$ cat config.mk
export PLATFORM = sky130hd
export DESIGN_NAME = panda_ram_arbiter
export DESIGN_NICKNAME = d
export VERILOG_FILES = /design/src/rtl/panda_pkg.sv /design/src/rtl/panda_rr_arbiter2.sv /design/src/rtl/panda_ram_arbiter.sv
export SDC_FILE = /design/constraint.sdc
export NUM_CORES = 1
export LEC_CHECK = 0
export CAP_MARGIN = 0
export CORE_UTILIZATION = 34
export CTS_BUF_LIST = sky130_fd_sc_hd__clkbuf_8
export DETAILED_ROUTE_END_ITERATION = 12
export GPL_TIMING_DRIVEN = 0
export PLACE_DENSITY = 0.95
export SYNTH_ARGS = -nofsm -noshare
export SYNTH_HDL_FRONTEND = slang
export SYNTH_HIERARCHICAL = 1
export SYNTH_SLANG_ARGS = --single-unit
$ cat constraint.sdc
create_clock -name clk_i -period 2.25 [get_ports clk_i]
set_input_delay 0.3375 -clock clk_i [delete_from_list [all_inputs] [get_ports clk_i]]
set_output_delay 0.3375 -clock clk_i [all_outputs]
set_load 0.01 [all_outputs]
$ cat src/rtl/panda_pkg.sv
// Shared types for the panda core memory subsystem.
// Requester ids used by the RAM arbiter.
package panda_pkg;

  localparam int unsigned RamReqNum = 2;

  typedef enum logic {
    ReqIf,
    ReqLs
  } ram_req_id_e;

endpackage

$ cat src/rtl/panda_rr_arbiter2.sv
// Two-way round-robin arbiter with a registered last-grant bit.
// Bit 0 is fetch, bit 1 is load/store.
module panda_rr_arbiter2
  import panda_pkg::*;
(
  input  logic                 clk_i,
  input  logic                 rst_ni,
  input  logic [RamReqNum-1:0] req_i,
  output logic [RamReqNum-1:0] gnt_o
);

  ram_req_id_e last_q;
  ram_req_id_e last_d;
  logic [RamReqNum-1:0] req;

  // No grant may leak out while reset is held.
  assign req = req_i & {RamReqNum{rst_ni}};

  always_comb begin
    gnt_o  = '0;
    last_d = last_q;
    unique case (req)
      2'b11: begin
        if (last_q == ReqIf) gnt_o = 2'b10;
        else                 gnt_o = 2'b01;
      end
      2'b10:   gnt_o = 2'b10;
      2'b01:   gnt_o = 2'b01;
      default: gnt_o = '0;
    endcase
    if (gnt_o[1])      last_d = ReqLs;
    else if (gnt_o[0]) last_d = ReqIf;
  end

  always_ff @(posedge clk_i or negedge rst_ni) begin
    if (!rst_ni) last_q <= ReqIf;
    else         last_q <= last_d;
  end

endmodule

$ cat src/rtl/panda_ram_arbiter.sv
// Shares one single-port RAM between fetch and load/store.
// Responses are routed back to the issuing port in grant order.
module panda_ram_arbiter
  import panda_pkg::*;
#(
  parameter int unsigned DataWidth    = 32,
  parameter int unsigned Depth        = 32,
  parameter bit          RamOutputReg = 1'b1,
  localparam int unsigned AW = $clog2(Depth),
  localparam int unsigned BW = DataWidth / 8
) (
  input  logic                 clk_i,
  input  logic                 rst_ni,
  input  logic                 if_req_i,
  input  logic [AW-1:0]        if_addr_i,
  output logic                 if_gnt_o,
  output logic                 if_rvalid_o,
  output logic [DataWidth-1:0] if_rdata_o,
  input  logic                 ls_req_i,
  input  logic [BW-1:0]        ls_we_i,
  input  logic [AW-1:0]        ls_addr_i,
  input  logic [DataWidth-1:0] ls_wdata_i,
  output logic                 ls_gnt_o,
  output logic                 ls_rvalid_o,
  output logic [DataWidth-1:0] ls_rdata_o,
  output logic                 ram_ce_o,
  output logic [BW-1:0]        ram_we_o,
  output logic [AW-1:0]        ram_addr_o,
  output logic [DataWidth-1:0] ram_wdata_o,
  input  logic [DataWidth-1:0] ram_rdata_i
);

  localparam int unsigned Lat = RamOutputReg ? 2 : 1;

  logic [RamReqNum-1:0] req;
  logic [RamReqNum-1:0] gnt;
  ram_req_id_e          gnt_id;

  assign req = {ls_req_i, if_req_i};

  panda_rr_arbiter2 u_rr (
    .clk_i  (clk_i),
    .rst_ni (rst_ni),
    .req_i  (req),
    .gnt_o  (gnt)
  );

  assign if_gnt_o    = gnt[0];
  assign ls_gnt_o    = gnt[1];
  assign gnt_id      = gnt[1] ? ReqLs : ReqIf;
  assign ram_ce_o    = |gnt;
  assign ram_we_o    = gnt[1] ? ls_we_i : '0;
  assign ram_addr_o  = gnt[1] ? ls_addr_i : if_addr_i;
  assign ram_wdata_o = ls_wdata_i;

  logic [Lat-1:0]       vld_q;
  ram_req_id_e          id_q [Lat];
  logic                 sample;
  logic [DataWidth-1:0] rdata_q;

  always_ff @(posedge clk_i or negedge rst_ni) begin
    if (!rst_ni) begin
      vld_q <= '0;
      for (int i = 0; i < Lat; i++) id_q[i] <= ReqIf;
    end else begin
      vld_q[0] <= ram_ce_o;
      id_q[0]  <= gnt_id;
      for (int i = 1; i < Lat; i++) begin
        vld_q[i] <= vld_q[i-1];
        id_q[i]  <= id_q[i-1];
      end
    end
  end

  // Capture RAM data in the cycle it is valid at the RAM pins.
  assign sample = RamOutputReg ? vld_q[0] : ram_ce_o;

  always_ff @(posedge clk_i or negedge rst_ni) begin
    if (!rst_ni)     rdata_q <= '0;
    else if (sample) rdata_q <= ram_rdata_i;
  end

  assign if_rvalid_o = vld_q[Lat-1] && (id_q[Lat-1] == ReqIf);
  assign ls_rvalid_o = vld_q[Lat-1] && (id_q[Lat-1] == ReqLs);
  assign if_rdata_o  = rdata_q;
  assign ls_rdata_o  = rdata_q;

endmodule

After elaboration in Yosys (flattened, before gate mapping)
Cells that the tools add are included.
{"block": "totals", "out_inout_bits": 110, "reg_bits": 37, "elab_cells": 21, "input_bits": 82}
{"block": "classes", "n_reduce_logical": 4, "eq_ne": 3, "muxes": 7, "n_bitwise": 2}
{"op": "$pmux 2 s3", "n": 1}
{"op": "$mux 5", "n": 1}
{"op": "$eq 2x2->1 const B", "n": 2}
{"op": "$mux 4", "n": 1}
{"op": "$mux 1", "n": 3}
{"op": "$and 2x2->2", "n": 1}
{"op": "$eq 2x1->1 const B", "n": 1}
{"op": "$logic_and 1x1->1", "n": 2}
{"op": "$mux 2", "n": 1}
{"op": "$reduce_bool 2->1", "n": 1}
{"op": "$reduce_or 2->1", "n": 1}
{"op": "$not 1->1", "n": 1}

Logic depth before layout (Yosys ltp)
{"block": "depth", "ltp_word": 5, "depth_mapped": 5, "depth_no_buf": 3}

By module
The synthesis kept the hierarchy.
{"mod": "panda_ram_arbiter", "seq_area_each_um2": 900.9, "area_each_um2": 2030.7, "cells_each": 149, "n_inst": 1}
{"mod": "panda_rr_arbiter2", "seq_area_each_um2": 25.0, "area_each_um2": 68.8, "cells_each": 9, "n_inst": 1}

Worst setup path after synthesis
Ideal clock, no wire load.
{"block": "synth_timing", "kind": "input to output", "from": "input port ls_req_i", "to": "output port ram_addr_o[0]", "path_buffers": 2, "required_time_ns": 1.913, "cell_stages": 5, "setup_slack_ns": 0.730, "t_arrival_ns": 1.182, "path_cell_list": "nand2_1 a21oi_1 buf_4 buf_2 mux2_2"}
{"block": "synth_via", "elab_chain_len": 4, "word_cells_on_any_way": 6, "classes_between": "3 x eq/ne; 2 x mux; 1 x bitwise"}
{"element": "start, declared", "line": "panda_ram_arbiter.sv:19", "source": "input logic ls_req_i,"}
{"element": "$and 2x2->2 *", "line": "panda_rr_arbiter2.sv:17", "source": "assign req = req_i & {RamReqNum{rst_ni}};"}
{"element": "$eq 2x1->1 or $eq 2x2->1 (tied branches)", "line": "panda_rr_arbiter2.sv:22", "source": "unique case (req)"}
{"element": "$pmux 2 s3 *", "line": "panda_rr_arbiter2.sv:22"}
{"element": "via ls_gnt_o", "line": "panda_ram_arbiter.sv:23", "source": "output logic ls_gnt_o,"}
{"element": "$mux 5 *", "line": "panda_ram_arbiter.sv:53", "source": "assign ram_addr_o = gnt[1] ? ls_addr_i : if_addr_i;"}
{"element": "end, declared", "line": "panda_ram_arbiter.sv:28", "source": "output logic [AW-1:0] ram_addr_o,"}
Mark *: on every way through the listed nets, which the timed path passes. The rest lies on a longest branch.

Final worst setup path
{"block": "layout_timing", "from": "input port if_req_i", "to": "output port ram_ce_o"}
{"block": "layout_via", "elab_chain_len": 4, "word_cells_on_any_way": 6, "classes_between": "3 x eq/ne; 1 x mux; 1 x bitwise; 1 x reduce/logical"}
{"element": "start, declared", "line": "panda_ram_arbiter.sv:14", "source": "input logic if_req_i,"}
{"element": "$and 2x2->2 *", "line": "panda_rr_arbiter2.sv:17"}
{"element": "$eq 2x1->1 or $eq 2x2->1 (tied branches)", "line": "panda_rr_arbiter2.sv:22"}
{"element": "$pmux 2 s3 *", "line": "panda_rr_arbiter2.sv:22"}
{"element": "$reduce_or 2->1 *", "line": "panda_ram_arbiter.sv:51", "source": "assign ram_ce_o = |gnt;"}
{"element": "end, declared", "line": "panda_ram_arbiter.sv:26", "source": "output logic ram_ce_o,"}
Mark *: on every way between the ends. The rest lies on a longest branch, timed or not.

==> impl_metrics.ini <==
[critical_path]
setup.worst_path.start = if_req_i
slowest_stage = clkdlybuf4s50_1
rr_worst_depth = 4
r2r_start = u_rr/last_q
critPathTopFamily = buffers and inverters
cp.buffers_inverters = 4
worstPathRequired_ps = 1910
cp-start-kind = primary input
critPathMaxStageDelay_ps = 520
cp_max_fo = 8
end_kind = primary output
crit_chain = clkdlybuf4s50_1, a21oi_2, buf_6, buf_4, or2_2, dlygate4sd2_1
arrival_ps = 1780
worstSetupPathType = primary input to primary output
r2r_slack_ps = 1120
timing.rr.end = vld_q[0]

[clocking]
clkSlewWorstSetupHoldPaths_ps = 70
cts_sinks = 37
cts_tree = done
clkLatencyLatePin_ps = 280
cts_buffers = 5
clockRootBuffer = clkbuf_8
clockBufferDepth = 2
h-tree-depth = 2

[floorplanning]
core_area_mm2 = 0.005956
rows = 28
io_pins = 192
initial_core_util = 0.3525
die_w_um = 80.58
die_h_um = 80.58
dieArea_mm2 = 0.006493

[sta]
period_share = 0.9396
slew_headroom = 0.8657
final_max_slew_viol_count = 0
grt_setup_unrepaired = false
setup_viol = 0
final-hold-violation-count = 0
worst_slew_pin_slew_ps = 201.4
fin_skew_ps = 6.156
fmax_ghz = 0.4730
period_needed_ps = 2114

[cells_and_area]
nets = 411
syn2layout_area_growth_pct = 87.01
fillers = 450
num_antenna_cells = 0
fin_area_mm2 = 0.003926
drive_above_1_share = 0.3758
final-instance-count-excl-fill = 405

[synth]
ys.flop_type = dfrtp_1
synth_area_mm2 = 0.002100
syn_avg_cell_area_um2 = 13.29
yosysSeqAreaShare = 0.4410
yosys_warnings = 6
synth_largest_area_cell = dfrtp_1
yosys.area.top_type_share = 0.4410
synthTopCellsByCount = 65 x buf_4, 37 x dfrtp_1, 30 x mux2_4
synth_edf_count = 0
syn_nets = 240
ys_top_cells_by_area = dfrtp_1 44%, buf_4 23%, mux2_4 21%, mux2_2 3.8%, buf_12 2.9%
netlist_instances = 158
synth_seq_cells = 37
async_flop_share = 1.000
yosysMostFrequentCell = buf_4
synth_cell_types = 15

[placement]
place_area_mm2 = 0.003780
dp.cells = 392
io_buffers = 159
hpwl_mm = 4.373
place.gp.congestion = 0.7513

[route]
wirelength_mm = 5.514
num_vias = 1695
detail-route-antenna-nets = 0
firstDrtPassIters = 4
drt_iter0_drc = 35
wl_per_cell_um = 13.61
drc = 0
avgViaCountPerCell = 4.185

[grt]
grt_overflow_total = 0
grt_usage = 0.1659
antenna_found_initial = 0
grt_pass1_wl_mm = 7.962
grt_pass1_vias = 1645
grt_max_degree = 38

[pwr]
p_seq_frac = 0.340
cell_internal_pwr_uw = 1931
p_leak_uw = 0.001819
power.density_mw_per_mm2 = 677.3
p_comb_frac = 0.499
sw_frac_of_total = 0.2737
vdd_drop_max_v = 0.0003724
p_clk_frac = 0.161
p_switching_uw = 727.9

[outcome]
status = completed

[run]
drv_cap = 0

[worst_hold_path]
hold_path_class = primary input to asynchronous set/reset pin
## sequential cells by signal, summed over array words and instances, names as in the netlist
register,cells
id_q,2
if_rdata_o,32
u_rr/last_q,1
vld_q,2
## area by class of cell
| type | instances | area, um^2 | area share |
|---|---|---|---|
| Buffer | 69 | 563.0 | 0.1434 |
| Timing Repair Buffer | 165 | 1645 | 0.4191 |
| Clock buffer | 5 | 68.82 | 0.01753 |
| Tap cell | 75 | 93.84 | 0.02390 |
| Multi-Input combinational cell | 50 | 611.8 | 0.1558 |
| Sequential cell | 37 | 925.9 | 0.2358 |
| Inverter | 1 | 3.754 | 0.0009560 |
| Clock inverter | 3 | 13.76 | 0.003505 |
## cell families after synthesis
logic type | synth area share
AND/OR/NAND/NOR | 0.02742
flip-flops | 0.4410
buffers and inverters | 0.2706
AO/OA/AOI/OAI | 0.008940
multiplexers | 0.2521
## worst register-to-register path, stage by stage, from the launching register on
cell	delay, ps
dfrtp_1	390
a21oi_2	70
buf_6	130
buf_4	130
or2_2	290
## power groups by stage
stage / logic (uW) / registers [uW] / clock network, uW
2_1_floorplan: 572 / 950 / 0
3_3_place_gp: 1310 / 906 / 0
3_5_place_dp: 1330 / 913 / 0
4_1_cts: 1340 / 903 / 449
5_1_grt: 1410 / 923 / 476
6_report: 1330 / 904 / 429
## cells in the final DEF, fill, tap and decap left out
cell	Yosys	routed
dlygate4sd2_1	0	6
clkdlybuf4s50_1	0	148
or2_2	1	1
clkdlybuf4s15_1	0	3
mux2_2	7	7
clkbuf_8	0	5
buf_12	3	4
dfrtp_1	37	37
buf_6	1	3
mux2_4	30	30
nor2b_1	1	1
a21oi_1	2	1
a21oi_2	1	2
and3_1	1	1
buf_4	65	69
clkinv_2	0	2
inv_1	1	2
nand2_2	0	1
and2_1	5	5
dlymetal6s2s_1	0	1
nand2_1	2	1
## stage by stage
stage	setup TNS (ps)	setup slack (ps)	hold WS [ps]	total power [uW]	util
2_1_floorplan	0	730.3	41.91	1522	-
3_3_place_gp	-20060	-1673	332.9	2211	0.6355
3_5_place_dp	-6222	-672.0	349.6	2242	0.6347
4_1_cts	0	20.18	13.23	2692	0.6576
5_1_grt	0	70.45	24.67	2807	0.6592
6_report	0	135.9	26.53	2659	0.6592
## timing repair
item                                    CTS  global route
buffers inserted                          5             0
resized for setup                        15             3
endpoints found under the setup margin   12             6
hold buffers                              1             0
gates cloned                              0             0
endpoints found under the hold margin    37             0
## layer usage
layer	track usage	up-vias	part of all wire
li1	-	792	-
met5	0	-	0
met1	0.1750	779	0.35
met4	0.05893	0	0.011
met2	0.3059	119	0.53
met3	0.05227	5	0.10
## worst max path at each step
stage | to | slack (ps) | cells past startpoint
after floorplan | ram_addr_o[0] | 730 | 5
after global placement | ram_addr_o[1] | -1670 | 7
after detailed placement | ram_addr_o[1] | -670 | 7
after CTS | ram_addr_o[2] | 20 | 7
after global routing | ram_addr_o[2] | 70 | 6
final | ram_ce_o | 140 | 6
Note: power is estimated with default switching activity, not from simulation.
==> patch 1 (same flow settings) <==
The parameter `Depth` goes from 32 to 64.
--- a/src/rtl/panda_ram_arbiter.sv
+++ b/src/rtl/panda_ram_arbiter.sv
@@ -5,5 +5,5 @@
 #(
   parameter int unsigned DataWidth    = 32,
-  parameter int unsigned Depth        = 32,
+  parameter int unsigned Depth        = 64,
   parameter bit          RamOutputReg = 1'b1,
   localparam int unsigned AW = $clog2(Depth),
Ports: changed (resized if_addr_i, ls_addr_i and ram_addr_o); port bits go from 192 to 195. No check against the original RTL was run, so the function may have changed too.
==> patch 1 against the original RTL <==
Sequential cell count unchanged; final cell count rose by 0.25%; critical path depth grew 1; routed wire length grew 7.2%; first-iteration DRC count down 23%; worst setup slack worse by 0.083 ns; synthesized area rose by 0.54%; fmax is 3.8% lower; non-clock buffer count unchanged; register-to-register slack worse by 0.03 ns; power up 9.5%; final area is 1.7% higher; clock skew shrank 0.0026 ns; synthesized cell count is 0.63% higher; critical endpoint is now ram_addr_o[4]; highest routed layer unchanged.
==> patch 1: results (changes against the original RTL) <==
| Metric | Value |
|---|---|
| Layout cell share with drive strength beyond 1 | `0.3716 (-0.004156)` |
| CTS buffer count | `5 (unchanged)` |
| Max Buffers Root-to-Sink | `2 (unchanged)` |
| Clock-pin slew on the worst setup and hold paths | `0.07 ns (about the same)` |
| Multiplexer area fraction after synthesis | `0.2561 (+0.003990)` |
| Vias | `1732 (+2.2%)` |
| First-pass GRT wire length | `8.480 mm (+6.5%)` |
| Max H-tree Level | `2 (unchanged)` |
| Drt pass-1 iters | `2 (-2)` |
| Worst Hold Margin | `0.008590 ns (-0.01794 ns)` |
| Leakage | `0.001833 uW (+0.79%)` |
| I/O Buffers | `162 (+1.9%)` |
| Share of the yosys chip area belonging to registers | `0.4386 (-0.002353)` |
| Total global-route track usage | `0.1788 (+0.01292)` |
| Syn_nets | `243 (+1.3%)` |
| Root buf cell | `clkbuf_8` |
| CP peak stage delay | `0.49 ns (-0.03 ns)` |
| Worst rel slew slack | `0.8519 (-0.01385)` |
| CP Max Fanout | `10 (+2)` |
| Compound-cell area share of the yosys netlist | `0.008892 (-0.00004769)` |
| Synth warnings | `6 (unchanged)` |
| Fillcell total | `440 (-2.2%)` |
| Internal power | `2164 uW (+12%)` |
| VDD IR max | `0.0003914 V (+5.1%)` |
| RePlAce Congestion | `0.8040 (+7.0%)` |
| Total wire length | `5.912 mm (+7.2%)` |
| Run status | `finished clean` |
| Number of global-route vias before repair | `1869 (+14%)` |
| Reg-to-reg setup timing slack | `1.09 ns (-0.03 ns)` |
| Post-CTS sizing | `22 (+7)` |
| Iter 0 DRT Violations | `27 (-23%)` |
| Post-DP HPWL | `4.805 mm (+9.9%)` |
| Setup bufs post-CTS | `1 (-4)` |
| Clk pwr share | `0.230 (+0.069)` |
| Initial antenna violation count | `0 (unchanged)` |
| Critical path arrival | `1.86 ns (+0.08 ns)` |
| Top cells by count, synth | `buf_4 (65), dfrtp_1 (37), mux2_4 (30)` |
| Synth area leaders | `dfrtp_1 (44%), buf_4 (23%), mux2_4 (21%), mux2_2 (4.3%), buf_12 (2.8%)` |
| Total Nets Final | `414 (+0.73%)` |
| Skew final | `0.003519 ns (-0.002637 ns)` |
| Placement Setup Slack | `-0.7122 ns (-0.04024 ns)` |
| NetSw | `747.3 uW (+2.7%)` |
## patch 1: metal layers
metal,wire [um],GRT usage,vias to the layer above,share of wire
met3,599,0.05955,12,0.10
met2,3294,0.3492,118,0.56
met5,0,0,-,0
li1,-,-,793,-
met4,138,0.07857,0,0.023
met1,1879,0.1667,809,0.32
## patch 1: cell families after synthesis
group | after synthesis
flops | 37
buf+inv | 71
mux | 38
simple gates | 10
compound gates | 3
## patch 1: area by class of cell
| class | instances | share of cell area |
|---|---|---|
| Buffer | 70 | 0.1429 |
| Clock buffer | 5 | 0.01723 |
| Clock inverter | 3 | 0.01629 |
| Inverter | 1 | 0.0009398 |
| Multi-Input combinational cell | 51 | 0.1560 |
| Sequential cell | 37 | 0.2318 |
| Tap cell | 75 | 0.02350 |
| Timing Repair Buffer | 164 | 0.4113 |
## patch 1: worst max path at each step
stage,start,end,slack [ns],depth (start not counted)
floorplan,ls_req_i,ram_addr_o[0],0.72,5
global placement,rst_ni,ram_addr_o[0],-1.70,7
detailed placement,rst_ni,ram_addr_o[4],-0.71,7
CTS,ls_req_i,ram_addr_o[4],0.05,7
global route,ls_req_i,ram_addr_o[1],0.002,7
finish,ls_req_i,ram_addr_o[4],0.05,7
## patch 1: critical path: cells and delay by family
family	cells	cell delay [ns]
AO/OA/AOI/OAI	1	0.11
buffers and inverters	4	0.99
multiplexers	1	0.34
AND/OR/NAND/NOR	1	0.08
## patch 1: per-stage QoR
step / TNS [ns] / cell area (um2) / utilization / std cells
floorplan: 0 / 2111 / - / 159
global placement: -23.40 / 3826 / 0.6424 / 396
detailed placement: -7.144 / 3821 / 0.6416 / 396
CTS: 0 / 3994 / 0.6706 / 406
global route: 0 / 3994 / 0.6706 / 406
finish: 0 / 3994 / 0.6706 / 406
==> patch 2 (same settings) <==
Made on the original files. Make the reset (`rst_ni`) synchronous in 3 clocked blocks.
--- a/src/rtl/panda_rr_arbiter2.sv
+++ b/src/rtl/panda_rr_arbiter2.sv
@@ -33,5 +33,5 @@
   end
 
-  always_ff @(posedge clk_i or negedge rst_ni) begin
+  always_ff @(posedge clk_i) begin
     if (!rst_ni) last_q <= ReqIf;
     else         last_q <= last_d;
--- a/src/rtl/panda_ram_arbiter.sv
+++ b/src/rtl/panda_ram_arbiter.sv
@@ -59,5 +59,5 @@
   logic [DataWidth-1:0] rdata_q;
 
-  always_ff @(posedge clk_i or negedge rst_ni) begin
+  always_ff @(posedge clk_i) begin
     if (!rst_ni) begin
       vld_q <= '0;
@@ -76,5 +76,5 @@
   assign sample = RamOutputReg ? vld_q[0] : ram_ce_o;
 
-  always_ff @(posedge clk_i or negedge rst_ni) begin
+  always_ff @(posedge clk_i) begin
     if (!rst_ni)     rdata_q <= '0;
     else if (sample) rdata_q <= ram_rdata_i;
Check against the original RTL: differs if rst_ni is asserted again (counterexample within 4 cycles, from zero or initial values and one cycle with rst_ni low); with rst_ni held inactive, the same outputs for 10 cycles.
==> patch 2 against the original RTL <==
Worst setup slack lost 0.039 ns; clock skew shrank 0.0040 ns; sequential cell count is the same; sequential share of layout area shrank 3.9 points; largest cell class unchanged; routed wire length shrank 2.6%; global-route usage grew 0.056 points; final area shrank 4.0%; count of clock-buffer cells in the layout grew 1; synthesized area shrank 4.5%; utilization grew 1.3 points.
Power is not compared: it rests on default switching activity, and its combinational part moved more than twofold at a synthesized area within 25%.
==> patch 2: results (changes against the original RTL) <==
| Metric | Value |
|---|---|
| Asr flop ratio synth | `0 (-1.000)` |
| Compound-cell area share of the yosys netlist | `0.006242 (-0.002697)` |
| RePlAce Congestion | `0.7093 (-5.6%)` |
| Antenna Cells | `0 (unchanged)` |
| Cells after Synth | `196 (+24%)` |
| Fillcell total | `442 (-1.8%)` |
| Post-synthesis adder-cell area fraction | `0 (unchanged)` |
| Total Nets Final | `444 (+8.0%)` |
| Clock-pin slew on the worst setup and hold paths | `0.06 ns` |
| Max reg flops | `32 (unchanged)` |
| Total global-route track usage | `0.1665 (+0.0005585)` |
| Critical path's slowest cell | `clkdlybuf4s50_1` |
| Yosys cell types | `17 (+2)` |
| Total wire length | `5.368 mm (-2.6%)` |
| Largest net degree at the start of global routing | `13 (-66%)` |
| Share of the yosys chip area belonging to registers | `0.3695 (-0.07146)` |
| Worst Hold Margin | `0.4293 ns (+0.4027 ns)` |
| CP Max Fanout | `3 (-5)` |
| FF-to-FF End | `vld_q[0]` |
| Synth warnings | `6 (unchanged)` |
| Slew @ Worst Pin | `0.3474 ns (+0.1460 ns)` |
| Critical path arrival | `1.82 ns (+0.04 ns)` |
| Synth-to-layout area growth | `88.01%` |
| Max frequency | `464.4 MHz (-1.8%)` |
| Max Buffers Root-to-Sink | `2 (unchanged)` |
| Hold Path End | `if_rdata_o[28]` |
| RR Startpoint | `u_rr/last_q` |
| Max H-tree Level | `2 (unchanged)` |
| R2R depth | `4 (unchanged)` |
| Run status | `finished clean` |
| CP peak stage delay | `0.50 ns (-0.02 ns)` |
| Post-DP HPWL | `4.632 mm (+5.9%)` |
| Reg-to-reg setup timing slack | `1.05 ns (-0.07 ns)` |
| Hold crit path type | `input port to flop` |
| Clk_lat worst skew | `0.27 ns` |
| Iter 0 DRT Violations | `23 (-34%)` |
| Syn_nets | `278 (+16%)` |
| Hold path start | `rst_ni` |
| Xor and xnor area share after synthesis | `0 (unchanged)` |
| VDD IR max | `0.0002907 V` |
| Layout cell share with drive strength beyond 1 | `0.2320 (-0.1437)` |
| Vias per cell | `4.173 (-0.30%)` |
| CP endpoint | `ram_ce_o` |
| Multiplexer area fraction after synthesis | `0.1879 (-0.06420)` |
| # placed instances | `427 (+8.9%)` |
| Placement Setup Slack | `-0.4721 ns (+0.1999 ns)` |
| Setup bufs post-CTS | `0 (-5)` |
| WHS Path Cells | `2` |
| First-pass GRT wire length | `7.935 mm (-0.34%)` |
| Drt pass-1 iters | `3 (-1)` |
| Post-place instance area | `3686 um2 (-2.5%)` |
| Skew final | `0.002133 ns (-0.004023 ns)` |
| CTS buffer count | `5 (unchanged)` |
| Top cells by count, synth | `buf_4 (65), dfxtp_1 (37), nor2b_1 (33)` |
| Vias | `1811 (+6.8%)` |
| Synth area leaders | `dfxtp_1 (37%), buf_4 (24%), mux2i_1 (16%), nor2b_1 (10%), buf_12 (3.0%)` |
| Initial antenna violation count | `0 (unchanged)` |
==> patch 2: area by class of cell <==
| type | instances | share of cell area |
|---|---|---|
| clock inverter | 1 | 0.0009960 |
| clock buffer | 6 | 0.02191 |
| tap | 72 | 0.02390 |
| multi-input combinational | 86 | 0.1826 |
| timing repair buffer | 159 | 0.4207 |
| buffer | 73 | 0.1534 |
| sequential | 37 | 0.1965 |
==> patch 2: report_power, final <==
group          internal, uW  leakage (uW)  total [uW]  switching [uW]
sequential              687      0.000302         711            23.3
clock                   238     0.0000485         438             200
combinational           362       0.00123         529             167
==> patch 2: timing repair <==
action | CTS | global route
setup endpoints to repair | 10 | 8
resized for setup | 10 | 4
hold buffers | 0 | 0
==> patch 2: metal layers <==
layer | vias to the layer above | GRT usage | wire length [um]
li1 | 891 | - | -
met1 | 790 | 0.1590 | 1832
met2 | 120 | 0.3209 | 2871
met3 | 10 | 0.05862 | 549
met4 | 0 | 0.06481 | 114
met5 | - | 0 | 0
